### src/rtl/sync_fifo_param.sv
// Parameterised single-clock FIFO with occupancy/threshold flags and sticky overflow/underflow.
// Define SYNC_FIFO_FWFT_EN for first-word-fall-through read data; otherwise rdata is registered on pop.
module sync_fifo_param #(
    parameter int WIDTH      = 8,
    parameter int DEPTH      = 4,
    parameter int AFULL_LVL  = DEPTH - 1,
    parameter int AEMPTY_LVL = 1
) (
    input  logic                   clk,
    input  logic                   reset,
    input  logic                   push,
    input  logic [WIDTH-1:0]       wdata,
    output logic                   full,
    output logic                   almost_full,
    input  logic                   pop,
    output logic [WIDTH-1:0]       rdata,
    output logic                   empty,
    output logic                   almost_empty,
    output logic [$clog2(DEPTH):0] count,
    output logic                   overflow,
    output logic                   underflow
);
    localparam int PW = $clog2(DEPTH);
    localparam int CW = PW + 1;
    localparam logic [CW-1:0] DEPTH_CNT = CW'(DEPTH);

    if (WIDTH < 1) begin : g_bad_width
        $error("sync_fifo_param: WIDTH must be at least 1");
    end
    if (DEPTH < 2 || (DEPTH & (DEPTH - 1)) != 0) begin : g_bad_depth
        $error("sync_fifo_param: DEPTH must be a power of 2 and at least 2");
    end

    logic [WIDTH-1:0] mem_q [DEPTH];

    logic [PW-1:0] wptr_q, wptr_d;
    logic [PW-1:0] rptr_q, rptr_d;
    logic [CW-1:0] count_q, count_d;
    logic          overflow_q, overflow_d;
    logic          underflow_q, underflow_d;

    logic push_acc;
    logic pop_acc;

    // Flags come only from the registered count, so a pop never frees a slot
    // for a push in the same cycle (and vice versa).
    assign full         = (count_q == DEPTH_CNT);
    assign empty        = (count_q == '0);
    assign almost_full  = (int'(count_q) >= AFULL_LVL);
    assign almost_empty = (int'(count_q) <= AEMPTY_LVL);
    assign count        = count_q;
    assign overflow     = overflow_q;
    assign underflow    = underflow_q;

    assign push_acc = push & ~full;
    assign pop_acc  = pop & ~empty;

    always_comb begin
        wptr_d      = wptr_q;
        rptr_d      = rptr_q;
        count_d     = count_q;
        overflow_d  = overflow_q | (push & full);
        underflow_d = underflow_q | (pop & empty);

        if (push_acc) begin
            wptr_d = wptr_q + PW'(1);
        end
        if (pop_acc) begin
            rptr_d = rptr_q + PW'(1);
        end

        case ({push_acc, pop_acc})
            2'b10:   count_d = count_q + CW'(1);
            2'b01:   count_d = count_q - CW'(1);
            default: count_d = count_q;
        endcase
    end

    always_ff @(posedge clk or negedge reset) begin
        if (!reset) begin
            wptr_q      <= '0;
            rptr_q      <= '0;
            count_q     <= '0;
            overflow_q  <= 1'b0;
            underflow_q <= 1'b0;
        end else begin
            wptr_q      <= wptr_d;
            rptr_q      <= rptr_d;
            count_q     <= count_d;
            overflow_q  <= overflow_d;
            underflow_q <= underflow_d;
        end
    end

    // Storage is deliberately left out of reset so it can map onto RAM.
    always_ff @(posedge clk) begin
        if (push_acc) begin
            mem_q[wptr_q] <= wdata;
        end
    end

`ifdef SYNC_FIFO_FWFT_EN
    assign rdata = empty ? '0 : mem_q[rptr_q];
`else
    logic [WIDTH-1:0] rdata_q;

    always_ff @(posedge clk or negedge reset) begin
        if (!reset) begin
            rdata_q <= '0;
        end else if (pop_acc) begin
            rdata_q <= mem_q[rptr_q];
        end
    end

    assign rdata = rdata_q;
`endif

endmodule

### config.mk
export PLATFORM = sky130hd
export DESIGN_NAME = sync_fifo_param
export DESIGN_NICKNAME = d
export VERILOG_FILES = /design/src/rtl/sync_fifo_param.sv
export SDC_FILE = /design/constraint.sdc
export NUM_CORES = 1
export LEC_CHECK = 0
export CORE_ASPECT_RATIO = 1.2
export CORE_MARGIN = 2
export CORE_UTILIZATION = 53
export CTS_CLUSTER_SIZE = 25
export DETAILED_ROUTE_END_ITERATION = 12
export HOLD_SLACK_MARGIN = 0.08
export PLACE_DENSITY = 0.8
export SLEW_MARGIN = 20
export SYNTH_ARGS = -nofsm -noshare
export SYNTH_HDL_FRONTEND = slang
export SYNTH_SLANG_ARGS = --single-unit
### constraint.sdc
create_clock -name clk -period 2.3 [get_ports clk]
set_input_delay 0.46 -clock clk [delete_from_list [all_inputs] [get_ports clk]]
set_output_delay 0.46 -clock clk [all_outputs]
set_load 0.05 [all_outputs]
==> impl_results.md, run 1 <==
* Status: finished, final reports clean
* Post-place setup slack at 136.0 ps
* Core Area at 3633 µm²
* Synth warnings at 0
* Total die area at 4282 µm²
* Initial antenna violation count at 0
* Post-Synthesis Cell Area at 1999 µm²
* Design Area, Final at 2436 µm²
* Root buffer cell: clkbuf_8
* Share of cells above drive strength 1 at 0.2053
* Chip height at 71.29 µm
* Period utilization at 0.9046
* Seq/Total Area, Yosys at 0.6934
* RSZ-0062 raised after global routing: false
* CTS clock-pin slew for the worst setup and hold paths at 90 ps
* Clk buf depth at 2
* Clk pwr share at 0.146
* Largest net degree at the start of global routing at 18
* P_leak at 0.9302 nW
* GR Overflow Total at 0
* Gr usage total at 0.1880
* CP Depth at 1
* Routed vias/inst at 5.113
* Worst-path fanout max at 7
* Drt total wl at 3355 µm
* Synth Area in Adders at 0.06258
* Layout Nets at 172
* Synth-to-Final Area Change at 21.84%
* Drt wl/cell at 16.53 µm
* Final-report max-slew violation count at 0
* Yosys reg bits at 49
* Worst path max stage delay at 850 ps
* CP Cell Sequence: clkdlybuf4s50_1
* Slack of the critical path at 219.4 ps
* Top Ports at 29
* Power Internal at 2.083 mW
* Setup bufs post-CTS at 0
* CP startpoint kind: flop
* Starting Density at 0.5503
* Tmin final at 2081 ps
* H-tree lvl count at 2
* Peak Freq at 480.6 MHz
* Post-CTS sizing at 0
* Hold_buf cts at 0
* Reg power frac at 0.400
* Top delay family on crit path: buffers and inverters
* CTS Sinks at 49
* Critical path class: reg -> out
* Die X at 60.07 µm
* Post-synthesis simple-gate area fraction at 0.03254
* Row cnt at 24
* Critical path required time at 1840 ps
* Synth unique cells at 20
* Commonest non-fill, non-tap cell in the layout: edfxtp_1
* Synthesized area per cell at 17.54 µm²
* Xor/xnor cell area share of the yosys netlist at 0.02190
* Switching share of power at 0.4077
* P_sw at 1.434 mW
* Largest family of logic cells by synthesized area: multiplexers
* Via count at 1,038
* Ant. Diodes at 0
* Relative slew slack at 0.6224
* CTS tree: built
* Max VDD drop at 0.6272 mV
* Drt first-iter violations at 33
* Final Setup Violations at 0
* Mux share of post-synthesis cell area at 0.1352
* Placed instance area at 2342 µm²
* Complex-gate fraction of the synthesized area at 0.03004
* Vias in the first global route at 1,145
* Hpwl dp at 2461 µm
* Clk_skew at 4.108 ps
* Hold path depth at 1
* Worst hold-check path type: reg -> reg
* Final hold vios at 0
* Clk_lat worst skew at 300 ps
* Most frequent cells in the layout: edfxtp_1, clkdlybuf4s50_1, dfrtp_1
* Setup Total Neg Slack at 0 ps
* Crit. End Element: output pin
* Comb power frac at 0.454
* Worst path slowest cell: clkdlybuf4s50_1
* Gp weighted congestion at 0.8024
* Cells after synthesis at 114
* Buf+Inv Stages, Crit Path at 1
* Arrival time worst endpoint at 1620 ps
* First-pass GRT wire length at 5595 µm
* MaxCap Viol Count at 0
* Worst Max-Slew Pin Slew at 566.3 ps
* PortBufs at 28
* R2R cell count at 5
* # DRC at 0
* Syn nets at 136
* First-pass iteration count of the detailed router at 4
* Pwr/cell area at 1444 nW/µm²
* TritonCTS Buffers at 5
* Final ANT Viol Nets at 0
-- cells by family after synthesis --
kind of cell	Yosys count
simple gates	13
mux	16
compound gates	10
xor+xnor	5
buf+inv	11
fa+ha+maj	10
flops	49
-- final timing paths --
path	startpoint	to	slack, ps
setup / recovery	count[2]$_DFFE_PN0P_	count[2]	220
hold / removal	underflow$_DFF_PN0_	underflow$_DFF_PN0_	460
setup reg to reg	count[0]$_DFFE_PN0P_	mem_q[3][3]$_DFFE_PP_	350
hold reg to reg	underflow$_DFF_PN0_	underflow$_DFF_PN0_	460
max in group asynchronous	reset	rptr_q[1]$_DFFE_PN0P_	1620
min in group asynchronous	reset	rdata[1]$_DFFE_PN0P_	490
-- layout make-up --
type	instances	area, µm²
inverters	9	33.78
flip-flops and latches	49	1386
clock inverters	3	25.02
multi-input cells	54	564.3
repair buffers	31	292.8
clock buffers	5	68.82
fillers	248	1197
well taps	52	65.06
-- state kept, by name (all words and copies together) (netlist names) --
| signal | cells |
|---|---|
| overflow | 1 |
| mem_q | 32 |
| count | 3 |
| wptr_q | 2 |
| underflow | 1 |
| rptr_q | 2 |
| rdata | 8 |
-- layer usage --
layer,vias up,routed length [µm],GRT usage
li1,489,-,-
met2,20,1787,0.2923
met3,5,94,0.04332
met4,0,59,0.09877
met1,524,1414,0.2455
met5,-,0,0
-- cell usage after synthesis --
cell      instances  area, µm²
dfrtp_1          17      425.4
ha_1             10      125.1
nand2_1           3      11.26
and2_1            5      31.28
mux4_2            8      180.2
xnor2_1           5      43.79
mux2_2            8      90.09
nor2_1            3      11.26
o21ai_0           3      15.01
a21boi_1          1      7.510
o22ai_1           1      6.260
a21oi_1           2      10.01
inv_1             9      33.78
clkbuf_1          1      3.750
a21o_1            2      15.01
nand2b_1          1      6.260
a31oi_1           1      6.260
buf_6             1      11.26
edfxtp_1         32      960.9
nand3_1           1      5.000
-- power by group through the flow --
| stage | registers, mW | logic [mW] | clock network, mW |
|---|---|---|---|
| final | 1.41 | 1.60 | 0.515 |
| after global routing | 1.45 | 1.71 | 0.551 |
| after detailed placement | 1.43 | 1.61 | 0 |
| after CTS | 1.41 | 1.62 | 0.526 |
| after floorplan | 1.70 | 0.850 | 0 |
| after global placement | 1.42 | 1.57 | 0 |
-- stage by stage --
stage                     power (mW)  hold WS (ps)    util  instances
after global routing           3.708         499.3  0.6705        203
final                          3.517         459.8  0.6705        203
after CTS                      3.558         464.9  0.6705        203
after global placement         2.984         437.8  0.6446        195
after detailed placement       3.047         444.7  0.6446        195
after floorplan                2.552         164.4       -        114
No activity file was read; power rests on OpenSTA's default activity.
==> inputs of run 2 (changes only) <==
--- a/config.mk
+++ b/config.mk
@@ -7,11 +7,11 @@
 export LEC_CHECK = 0
 export CORE_ASPECT_RATIO = 1.2
 export CORE_MARGIN = 2
-export CORE_UTILIZATION = 53
+export CORE_UTILIZATION = 57
 export CTS_CLUSTER_SIZE = 25
 export DETAILED_ROUTE_END_ITERATION = 12
 export HOLD_SLACK_MARGIN = 0.08
-export PLACE_DENSITY = 0.8
+export PLACE_DENSITY = 0.85
 export SLEW_MARGIN = 20
 export SYNTH_ARGS = -nofsm -noshare
 export SYNTH_HDL_FRONTEND = slang
==> constraint.sdc (replaced) <==
create_clock -name clk -period 2.5 [get_ports clk]
set_input_delay 0.5 -clock clk [delete_from_list [all_inputs] [get_ports clk]]
set_output_delay 0.5 -clock clk [all_outputs]
set_load 0.05 [all_outputs]
==> impl_results.md, run 2 (same netlist as run 1, synthesis figures left out) <==
* Reg-to-reg startpoint: count[0]$_DFFE_PN0P_
* Root buffer cell: clkbuf_8
* Hold_sp: underflow$_DFF_PN0_
* Via count at 1,038
* P_sw at 1.293 mW
* Status: finished, final reports clean
* First-pass GRT wire length at 5030 µm
* MaxCap Viol Count at 0
* # DRC at 0
* Crit-path most repeated cell: ha_1
* Tmin final at 2211 ps
* GR Overflow Total at 0
* Final ANT Viol Nets at 0
* CTS clock-pin slew for the worst setup and hold paths at 80 ps
* Layout Nets at 170
* Clk_lat worst skew at 300 ps
* Total die area at 4000 µm²
* Max VDD drop at 1.429 mV
* # fillers at 219
* Ant. Diodes at 0
* Final hold vios at 0
* Area of the multi-input gates at 564.3 µm²
* RSZ-0062 raised after global routing: false
* Core Area at 3338 µm²
* R2R cell count at 7
* Total power at 3.326 mW
* Gr usage total at 0.1844
* First-pass iteration count of the detailed router at 4
* Pwr/cell area at 1366 nW/µm²
* Buf+Inv Stages, Crit Path at 1
* CP startpoint kind: flop
* Chip height at 68.88 µm
* Clk buf depth at 2
* Worst Max-Slew Pin Slew at 812.0 ps
* Worst path slowest cell: dfrtp_1
* CTS Sinks at 49
* Worst-path fanout max at 5
* Hpwl dp at 2212 µm
* Final-report max-slew violation count at 0
* Setup Total Neg Slack at 0 ps
* Reg power frac at 0.391
* Final core utilization at 0.7294
* Initial antenna violation count at 0
* PortBufs at 28
* Drt total wl at 3179 µm
* Relative slew slack at 0.4570
* Hold_buf cts at 0
* Switching share of power at 0.3888
* Vias in the first global route at 1,087
* Largest net degree at the start of global routing at 18
* Capturing point of the worst reg2reg path: count[2]$_DFFE_PN0P_
* CP Depth at 5
* Comb power frac at 0.435
* Top reg by flops: mem_q
* Crit. End Element: output pin
* Final Setup Violations at 0
* Synth-to-Final Area Change at 21.78%
* Clk_skew at 9.308 ps
* Register area at 1386 µm²
* CTS tree: built
* Drt wl/cell at 17.09 µm
* H-tree lvl count at 2
* Flop-to-flop setup slack at 390 ps
* Top delay family on crit path: flip-flops
* Peak Freq at 452.3 MHz
* Inst Count DP at 178
* Post-Layout Cell Count at 186
* Die X at 58.07 µm
* Critical path class: reg -> out
* P_leak at 0.9444 nW
* Largest register FFs at 32
* Arrival time worst endpoint at 1710 ps
* Worst path max stage delay at 450 ps
* Worst min-delay path endpoint: underflow$_DFF_PN0_
* Row cnt at 23
* Share of cells above drive strength 1 at 0.1812
* Most frequent cells in the layout: edfxtp_1, clkdlybuf4s50_1, dfrtp_1
* Routed vias/inst at 5.581
* Clk pwr share at 0.174
* Drt first-iter violations at 19
* Power Internal at 2.033 mW
* Gp weighted congestion at 0.7303
* CP Cell Sequence: ha_1 > ha_1 > nor2_1 > o21ai_0 > dlygate4sd2_1
* Critical path required time at 2000 ps
* TritonCTS Buffers at 5
* Hold Slack at 465.9 ps
* Top Ports at 29
* Worst hold-check path type: reg -> reg
* Period utilization at 0.8843
* Commonest non-fill, non-tap cell in the layout: edfxtp_1
* Starting Density at 0.5990
* Hold path depth at 1
## run 2: how the worst max path moves through the flow
stage | start | endpoint | slack, ps
3_5_place_dp | push | mem_q[1][5]$_DFFE_PP_ | 210
6_report | count[0]$_DFFE_PN0P_ | almost_full | 290
5_1_grt | count[0]$_DFFE_PN0P_ | almost_full | 160
2_1_floorplan | count[0]$_DFFE_PN0P_ | almost_full | 20
4_1_cts | count[1]$_DFFE_PN0P_ | almost_empty | 30
3_3_place_gp | push | mem_q[1][5]$_DFFE_PP_ | 290
## run 2: stage by stage
stage	area, µm²	worst slack (ps)
after CTS	2432	33.02
after global placement	2313	292.9
after global routing	2435	155.1
after detailed placement	2313	207.4
final	2435	289.1
after floorplan	1999	19.68
## run 2: layer usage
| layer | wire [µm] | global-route usage | share of wire |
|---|---|---|---|
| met5 | 0 | 0 | 0 |
| met4 | 83 | 0.1279 | 0.026 |
| met3 | 110 | 0.05410 | 0.035 |
| met2 | 1712 | 0.3168 | 0.54 |
| met1 | 1272 | 0.1961 | 0.40 |
## run 2: area by class of cell
class	count	area share
repair buffers	29	0.1166
clock buffers	6	0.03392
well taps	37	0.01901
flip-flops and latches	49	0.5694
multi-input cells	54	0.2318
clock inverters	2	0.01542
inverters	9	0.01387
## run 2: what timing repair did
action,4_1_cts,5_1_grt
endpoints found under the setup margin,1,1
setup buffers,0,0
pin swaps,0,0
gates resized for setup,1,1
## run 2: power by group through the flow
stage	Clock, mW	Sequential [mW]	Combinational, mW
finish	0.578	1.30	1.45
global route	0.617	1.33	1.55
CTS	0.596	1.30	1.47
detailed placement	0	1.32	1.47
global placement	0	1.30	1.44
floorplan	0	1.57	0.780
